`config.mk`:
```
export PLATFORM = sky130hd
export DESIGN_NAME = ycbcr_packer
export DESIGN_NICKNAME = d
export VERILOG_FILES = /design/src/rtl/ycbcr_packer.sv
export SDC_FILE = /design/constraint.sdc
export NUM_CORES = 1
export LEC_CHECK = 0
export ABC_AREA = 1
export CORE_ASPECT_RATIO = 0.7
export CORE_UTILIZATION = 55
export CTS_CLUSTER_SIZE = 28
export DETAILED_ROUTE_END_ITERATION = 7
export HOLD_SLACK_MARGIN = 0.02
export PLACE_DENSITY = 0.72
export SYNTH_ARGS = -nofsm -noshare
export SYNTH_HDL_FRONTEND = slang
export SYNTH_SLANG_ARGS = --single-unit
```
`constraint.sdc`:
```
create_clock -name i_clk_74M -period 4.6 [get_ports i_clk_74M]
set_input_delay 0.92 -clock i_clk_74M [delete_from_list [all_inputs] [get_ports i_clk_74M]]
set_output_delay 0.92 -clock i_clk_74M [all_outputs]
set_load 0.02 [all_outputs]
```
`src/rtl/ycbcr_packer.sv`:
```
// ---------------------------------------------------------------------------
// ycbcr_packer
//
// Transmit-side producer for the pixel FIFO. RGB pixels qualified by DE/VSYNC
// are converted to 4:2:2 YCbCr (BT.601 studio range), packed into a 29-bit
// word and written into the async pixel FIFO. Words that meet a full FIFO are
// dropped and counted; there is no back-pressure toward the receiver.
//
// Word layout:
//   data[28]    frame parity (toggles on every frame start)
//   data[27]    x block (0 for pixel < HALF_WIDTH, 1 otherwise)
//   data[26:16] line index
//   data[15:8]  Y
//   data[7:0]   Cr on even pixel indices, Cb on odd pixel indices
//
// Ports:
//   i_clk_74M   pixel clock
//   i_rst       synchronous active-high reset, flushes the pipeline
//   i_de        data enable from the receiver
//   i_vsync     vertical sync, active-high (rising edge starts a frame)
//   i_r/i_g/i_b 8-bit RGB pixel
//   fifo_full   FIFO full flag, sampled in the last pipeline stage
//   fifo_write  FIFO write strobe
//   data        FIFO word
//   o_overflow  sticky drop flag, cleared at the next frame start
//   o_drop_cnt  saturating count of dropped words, cleared only by reset
//
// Build option: define CHROMA_AVG_EN to average chroma over each even/odd
// pixel pair. This adds one pipeline stage (latency 4 instead of 3).
// ---------------------------------------------------------------------------
module ycbcr_packer #(
    parameter int ACTIVE_WIDTH = 1280,
    parameter int HALF_WIDTH   = 640,
    parameter int MAX_LINES    = 720
) (
    input  logic        i_clk_74M,
    input  logic        i_rst,
    input  logic        i_de,
    input  logic        i_vsync,
    input  logic [7:0]  i_r,
    input  logic [7:0]  i_g,
    input  logic [7:0]  i_b,
    input  logic        fifo_full,
    output logic        fifo_write,
    output logic [28:0] data,
    output logic        o_overflow,
    output logic [15:0] o_drop_cnt
);

    localparam logic [11:0] ACTIVE_W = 12'(ACTIVE_WIDTH);
    localparam logic [11:0] HALF_W   = 12'(HALF_WIDTH);
    localparam logic [10:0] MAX_L    = 11'(MAX_LINES);

    // Coefficients ordered {Y: R,G,B}, {Cb: R,G,B}, {Cr: R,G,B}
    localparam logic signed [17:0] COEF [9] = '{
        18'sd66,  18'sd129, 18'sd25,
        -18'sd38, -18'sd74, 18'sd112,
        18'sd112, -18'sd94, -18'sd18
    };
    localparam logic signed [17:0] OFFS [3] = '{18'sd16, 18'sd128, 18'sd128};

    typedef enum logic [1:0] {
        ST_SYNC,
        ST_WAIT_LINE,
        ST_ACTIVE
    } state_t;

    function automatic logic [7:0] clamp8(input logic signed [17:0] v);
        if (v < 18'sd0)
            return 8'd0;
        else if (v > 18'sd255)
            return 8'd255;
        else
            return v[7:0];
    endfunction

    // -----------------------------------------------------------------------
    // Timing FSM
    // -----------------------------------------------------------------------
    state_t      state_q, state_d;
    logic        vsync_prev_q;
    logic [10:0] line_q, line_d;
    logic [11:0] pixel_q, pixel_d;
    logic        parity_q, parity_d;
    logic        vsync_rise;
    logic        frame_start;
    logic        pix_take;
    logic [11:0] pix_idx;
    logic        pix_valid;

    assign vsync_rise = i_vsync & ~vsync_prev_q;

    always_ff @(posedge i_clk_74M) begin
        if (i_rst) begin
            state_q      <= ST_SYNC;
            vsync_prev_q <= 1'b0;
            line_q       <= '0;
            pixel_q      <= '0;
            parity_q     <= 1'b0;
        end else begin
            state_q      <= state_d;
            vsync_prev_q <= i_vsync;
            line_q       <= line_d;
            pixel_q      <= pixel_d;
            parity_q     <= parity_d;
        end
    end

    always_comb begin
        state_d = state_q;
        case (state_q)
            ST_SYNC: begin
                if (vsync_rise)
                    state_d = ST_WAIT_LINE;
            end
            ST_WAIT_LINE: begin
                if (vsync_rise)
                    state_d = ST_WAIT_LINE;
                else if (i_de)
                    state_d = ST_ACTIVE;
            end
            ST_ACTIVE: begin
                // A vsync edge mid-line aborts the line; words already in
                // the pipeline still drain.
                if (vsync_rise || !i_de)
                    state_d = ST_WAIT_LINE;
            end
            default: state_d = ST_SYNC;
        endcase
    end

    always_comb begin
        line_d      = line_q;
        pixel_d     = pixel_q;
        parity_d    = parity_q;
        frame_start = 1'b0;
        pix_take    = 1'b0;
        pix_idx     = pixel_q;
        case (state_q)
            ST_SYNC: begin
                if (vsync_rise)
                    frame_start = 1'b1;
            end
            ST_WAIT_LINE: begin
                if (vsync_rise) begin
                    frame_start = 1'b1;
                end else if (i_de) begin
                    // First DE cycle is pixel 0 of the line
                    pix_take = 1'b1;
                    pix_idx  = 12'd0;
                    pixel_d  = 12'd1;
                end
            end
            ST_ACTIVE: begin
                if (vsync_rise) begin
                    frame_start = 1'b1;
                end else if (i_de) begin
                    pix_take = 1'b1;
                    pix_idx  = pixel_q;
                    pixel_d  = (pixel_q == 12'hFFF) ? pixel_q : pixel_q + 12'd1;
                end else begin
                    line_d = (line_q == 11'h7FF) ? line_q : line_q + 11'd1;
                end
            end
            default: ;
        endcase
        if (frame_start) begin
            line_d   = '0;
            parity_d = ~parity_q;
        end
    end

    assign pix_valid = pix_take && (pix_idx < ACTIVE_W) && (line_q < MAX_L);

    // -----------------------------------------------------------------------
    // Stage 1: products
    // -----------------------------------------------------------------------
    logic [7:0]         rgb [3];
    logic signed [17:0] prod_d [9];
    logic signed [17:0] prod_q [9];
    logic               s1_valid_q;
    logic               s1_even_q;
    logic               s1_xblk_q;
    logic [10:0]        s1_line_q;
    logic               s1_par_q;

    assign rgb[0] = i_r;
    assign rgb[1] = i_g;
    assign rgb[2] = i_b;

    genvar gi;
    generate
        for (gi = 0; gi < 9; gi++) begin : g_prod
            assign prod_d[gi] = COEF[gi] * $signed({10'd0, rgb[gi % 3]});
        end
    endgenerate

    always_ff @(posedge i_clk_74M) begin
        if (i_rst)
            s1_valid_q <= 1'b0;
        else
            s1_valid_q <= pix_valid;
    end

    always_ff @(posedge i_clk_74M) begin
        for (int k = 0; k < 9; k++)
            prod_q[k] <= prod_d[k];
        s1_even_q <= ~pix_idx[0];
        s1_xblk_q <= (pix_idx >= HALF_W);
        s1_line_q <= line_q;
        s1_par_q  <= parity_q;
    end

    // -----------------------------------------------------------------------
    // Stage 2: sums, rounding shift, offset and clamp
    // -----------------------------------------------------------------------
    logic [7:0]  comp_d [3];
    logic [7:0]  comp_q [3];   // 0 = Y, 1 = Cb, 2 = Cr
    logic        s2_valid_q;
    logic        s2_even_q;
    logic        s2_xblk_q;
    logic [10:0] s2_line_q;
    logic        s2_par_q;

    generate
        for (gi = 0; gi < 3; gi++) begin : g_comp
            logic signed [17:0] sum_w;
            logic signed [17:0] adj_w;
            assign sum_w = prod_q[3*gi] + prod_q[3*gi+1] + prod_q[3*gi+2] + 18'sd128;
            assign adj_w = (sum_w >>> 8) + OFFS[gi];
            assign comp_d[gi] = clamp8(adj_w);
        end
    endgenerate

    always_ff @(posedge i_clk_74M) begin
        if (i_rst)
            s2_valid_q <= 1'b0;
        else
            s2_valid_q <= s1_valid_q;
    end

    always_ff @(posedge i_clk_74M) begin
        for (int k = 0; k < 3; k++)
            comp_q[k] <= comp_d[k];
        s2_even_q <= s1_even_q;
        s2_xblk_q <= s1_xblk_q;
        s2_line_q <= s1_line_q;
        s2_par_q  <= s1_par_q;
    end

    // -----------------------------------------------------------------------
    // Word assembly (optionally through the chroma averaging stage)
    // -----------------------------------------------------------------------
    logic [28:0] word_d;
    logic        out_valid;

`ifdef CHROMA_AVG_EN
    function automatic logic [7:0] avg8(input logic [7:0] a, input logic [7:0] b);
        logic [8:0] s;
        s = {1'b0, a} + {1'b0, b} + 9'd1;
        return s[8:1];
    endfunction

    logic        s3_valid_q;
    logic        s3_even_q;
    logic        s3_xblk_q;
    logic [10:0] s3_line_q;
    logic        s3_par_q;
    logic [7:0]  s3_y_q;
    logic [7:0]  s3_cb_q;
    logic [7:0]  s3_cr_q;
    logic        even_ok_q;    // previous stage-3 word was an even pixel with a partner
    logic [7:0]  even_cb_q;    // that even pixel's Cb, consumed by its odd partner
    logic        pair_next;
    logic [7:0]  chroma;

    // Pixels of a line arrive on consecutive cycles, so an odd pixel directly
    // behind an even one is always its partner.
    assign pair_next = s3_valid_q && s3_even_q && s2_valid_q && !s2_even_q;

    always_comb begin
        if (s3_even_q)
            chroma = pair_next ? avg8(s3_cr_q, comp_q[2]) : s3_cr_q;
        else
            chroma = even_ok_q ? avg8(even_cb_q, s3_cb_q) : s3_cb_q;
    end

    always_ff @(posedge i_clk_74M) begin
        if (i_rst) begin
            s3_valid_q <= 1'b0;
            even_ok_q  <= 1'b0;
        end else begin
            s3_valid_q <= s2_valid_q;
            even_ok_q  <= pair_next;
        end
    end

    always_ff @(posedge i_clk_74M) begin
        s3_even_q <= s2_even_q;
        s3_xblk_q <= s2_xblk_q;
        s3_line_q <= s2_line_q;
        s3_par_q  <= s2_par_q;
        s3_y_q    <= comp_q[0];
        s3_cb_q   <= comp_q[1];
        s3_cr_q   <= comp_q[2];
        even_cb_q <= s3_cb_q;
    end

    assign word_d    = {s3_par_q, s3_xblk_q, s3_line_q, s3_y_q, chroma};
    assign out_valid = s3_valid_q;
`else
    assign word_d    = {s2_par_q, s2_xblk_q, s2_line_q, comp_q[0],
                        s2_even_q ? comp_q[2] : comp_q[1]};
    assign out_valid = s2_valid_q;
`endif

    // -----------------------------------------------------------------------
    // Final stage: FIFO write or drop
    // -----------------------------------------------------------------------
    always_ff @(posedge i_clk_74M) begin
        if (i_rst) begin
            fifo_write <= 1'b0;
            data       <= '0;
            o_overflow <= 1'b0;
            o_drop_cnt <= '0;
        end else begin
            fifo_write <= out_valid & ~fifo_full;
            if (out_valid && !fifo_full)
                data <= word_d;
            // A drop in the frame-start cycle belongs to the old frame's
            // tail but is still reported, so setting wins over clearing.
            if (out_valid && fifo_full) begin
                o_overflow <= 1'b1;
                if (o_drop_cnt != 16'hFFFF)
                    o_drop_cnt <= o_drop_cnt + 16'd1;
            end else if (frame_start) begin
                o_overflow <= 1'b0;
            end
        end
    end

endmodule
```
==> run metrics <==
shortest period the worst path allows=4.44 ns; clock slew at reported path FFs=0.07 ns; hold_buf cts=0; worst setup path class=input pin to register; CP Max Fanout=4; Antenna Violating Nets Remaining=0; status=finished clean; RR Endpoint=comp_q[1][6]$_SDFF_PN0_; vias in the first global route=13500; DPL Wire Length=33100 um; Wirelength per Cell=14.7 um; Worst setup EP type=register; Post-synth EDFFs=0; Hold WS=0.314 ns; Crit path largest cell delay=0.63 ns; later-pin clock latency in the skew report=0.56 ns; crit start category=input pin; Req. time, crit path=5.04 ns; FF+latch count, synth=243; PnR worst setup slack=0.157 ns; Via density=5.01; RSZ-0062 raised after global routing=no; Hold Vio Cnt, Final=0; Max-slew headroom=33.2%; total number of vias=13500; row cnt=53; Syn. warnings=0; max-slew violations=0; CTS sink count=243; total track usage=26.0%; Critical Path, Cell by Cell=clkdlybuf4s50_1 > inv_1 > ha_1 > fa_1 > fa_1 > inv_1 > fa_1 > ha_1 > a21oi_1 > or2_2 > nand3_1 > a21oi_1 > o21bai_1 > nand2_1 > nand2_1 > a21oi_1 > xor2_1; pin count of the biggest net entering global routing=31; Worst R2R Setup Slack=0.79 ns; CTS tree=built; Final period util=96.6%; Final GP Congestion=0.930; max cap viols=0; layout cell share with drive strength beyond 1=7.71%; async set or reset register ratio after synthesis=0%; GRT Residual Overflow=0; Gate Count Post-Synth=2086; Initial Util=56.6%; library cells used by synthesis=52; IO buf count=75; Slowest-stage cell, CP=clkdlybuf4s50_1; drt initial violations=709; diode count=0; dpl cell area=19100 um^2; HP Class=register to register; Top FF cell, synth=dfxtp_1; htree depth=1; Ports=76; cells on worst reg2reg path=24; first-pass GRT wire length=65800 um; maximum clock path buffer count=3; die height=150 um; CP delay by family, top=adder cells; # setup viols final=0; Core Box Area=30400 um^2; initial antenna violation count=1; die footprint=32000 um^2; CTS Root Buffer Type=clkbuf_16; Post-Syn Area per Cell=8.25 um^2; Fillers=2512; Seq/Total Area, Yosys=28.3%; RR Startpoint=prod_q[0][60]$_DFF_P_; die width=213 um; routed wire length=39500 um; Critical Path AT=4.88 ns; Max Clk Rate=0.225 GHz; Layout Area Growth over Synthesis=16.3%; CP Buf/Inv Count=3; worst hold path depth=0; syn nets=2508; Initial DRT Pass Iterations=5; Mapped Area=17200 um^2; WHS Endpoint=s2_line_q[3]$_DFF_P_; drt drc=0; Final nets=2687; cell area after layout=20000 um^2; Worst Min Path Start=s1_line_q[3]$_DFF_P_; CTS buffer count=25; final setup skew=0.0198 ns; Least-Margin Pin Slew=1.00 ns; Setup WS pre-CTS=-0.382 ns
-- repair_timing --
action / in CTS / in global routing
endpoints found under the setup margin: 0 / 1
setup buffers: 0 / 0
gates resized for setup: 0 / 1
-- registers in the layout, summed over array words and instances (netlist names), 2 cells and up --
signal      flops
s1_line_q      11
state_q         2
s2_line_q      11
pixel_q        12
comp_q         24
prod_q        115
line_q         11
o_drop_cnt     16
data           29
-- layout by cell type, fill, tap and decap left out, drive strengths merged --
cell type	n
dfxtp	243
a211oi	2
nand4	21
nand3b	8
or2	2
fa	98
clkinvlp	2
o31ai	4
o31a	1
o21a	5
nand2	308
a21boi	3
o21bai	7
o211ai	1
a21oi	122
clkdlybuf4s50	75
o211a	1
buf	90
xnor2	14
and2	1
nand3	81
o21ai	80
nor4	6
a2111oi	1
o221a	2
clkbuf	34
clkinv	3
o2111ai	3
xor2	60
nor3b	3
a32o	1
a221oi	2
ha	295
and3	1
nor3	23
a21o	7
inv	504
nor2	154
a31oi	11
bufinv	4
-- per-stage QoR --
step                      TNS, ns  cells  utilization, %
after floorplan                 0   2086               -
after global placement      -1.03   2650            62.9
after detailed placement    -2.11   2650            62.9
after CTS                       0   2695            65.8
after global routing            0   2695            65.8
final                           0   2695            65.8
-- area by class of cell --
type / count / area (um^2) / share of cell area (%)
Clock inverter: 11 / 190 / 0.951
Tap cell: 412 / 515 / 2.58
Sequential cell: 243 / 4860 / 24.3
Clock buffer: 34 / 699 / 3.50
Inverter: 502 / 1880 / 9.42
Timing Repair Buffer: 165 / 1430 / 7.13
Multi-Input combinational cell: 1328 / 10400 / 52.1
-- worst register-to-register path, stage by stage, from the launching register on --
cell and delay, ns:
dfxtp_1 0.31, inv_1 0.05, fa_1 0.41, inv_1 0.09
fa_1 0.42, ha_1 0.33, nand2_1 0.13, inv_1 0.06
a21oi_1 0.17, nand2_1 0.10, nand2_1 0.07, nand2_1 0.07
nand2_1 0.07, nand2_1 0.06, xor2_1 0.39, inv_1 0.10
ha_1 0.23, inv_1 0.12, nand3_1 0.09, nand2_1 0.08
nand2_2 0.07, nand2_4 0.11, nand3_1 0.08, nand2_1 0.07
inv_1 0.05
-- kinds of logic after synthesis --
logic type / after synthesis / synth area share [%]
xor gates and xnor gates: 74 / 3.88
AOI/OAI and AO/OA: 253 / 8.47
adders and majority gates: 393 / 32.9
buffers and inverters: 515 / 11.2
DFF: 243 / 28.3
and+or+nand+nor: 608 / 15.3
-- synth_stat cells (6+ instances only) --
master,count,area (um^2)
inv_1,497,1870
nand2_1,297,1110
ha_1,295,3690
dfxtp_1,243,4860
nor2_1,147,552
a21oi_1,115,576
fa_1,98,1960
nand3_1,79,395
o21ai_0,72,360
xor2_1,59,517
nand4_1,21,131
nor3_1,21,105
xnor2_1,14,123
clkbuf_1,12,45.0
a31oi_1,11,68.8
nand2_2,8,50.1
nand3b_1,8,60.1
a21o_1,7,52.6
a21oi_2,6,52.6
nor4_1,6,37.5
o21ai_1,6,30.0
o21bai_1,6,45.0
-- how the worst max path moves through the flow --
stage	from	end	slack [ns]	cells past startpoint
6_report	i_g[4]	prod_q[0][89]$_DFF_P_	0.16	17
4_1_cts	i_g[2]	prod_q[0][89]$_DFF_P_	0.20	16
3_5_place_dp	i_g[2]	prod_q[0][89]$_DFF_P_	-0.38	16
2_1_floorplan	i_g[2]	prod_q[0][89]$_DFF_P_	0.37	15
3_3_place_gp	i_g[2]	prod_q[0][89]$_DFF_P_	-0.28	16
5_1_grt	i_g[4]	prod_q[0][89]$_DFF_P_	0.02	17
-- metal layers --
layer	vias up	track usage, %	wire length (um)
met5	-	0	0
met1	6275	36.7	19700
li1	6894	-	-
met4	0	5.54	726
met3	54	5.71	2480
met2	281	40.6	16600
Power is not shown: default switching activity piles up to over one toggle a cycle in this logic, so the estimate is an artifact.
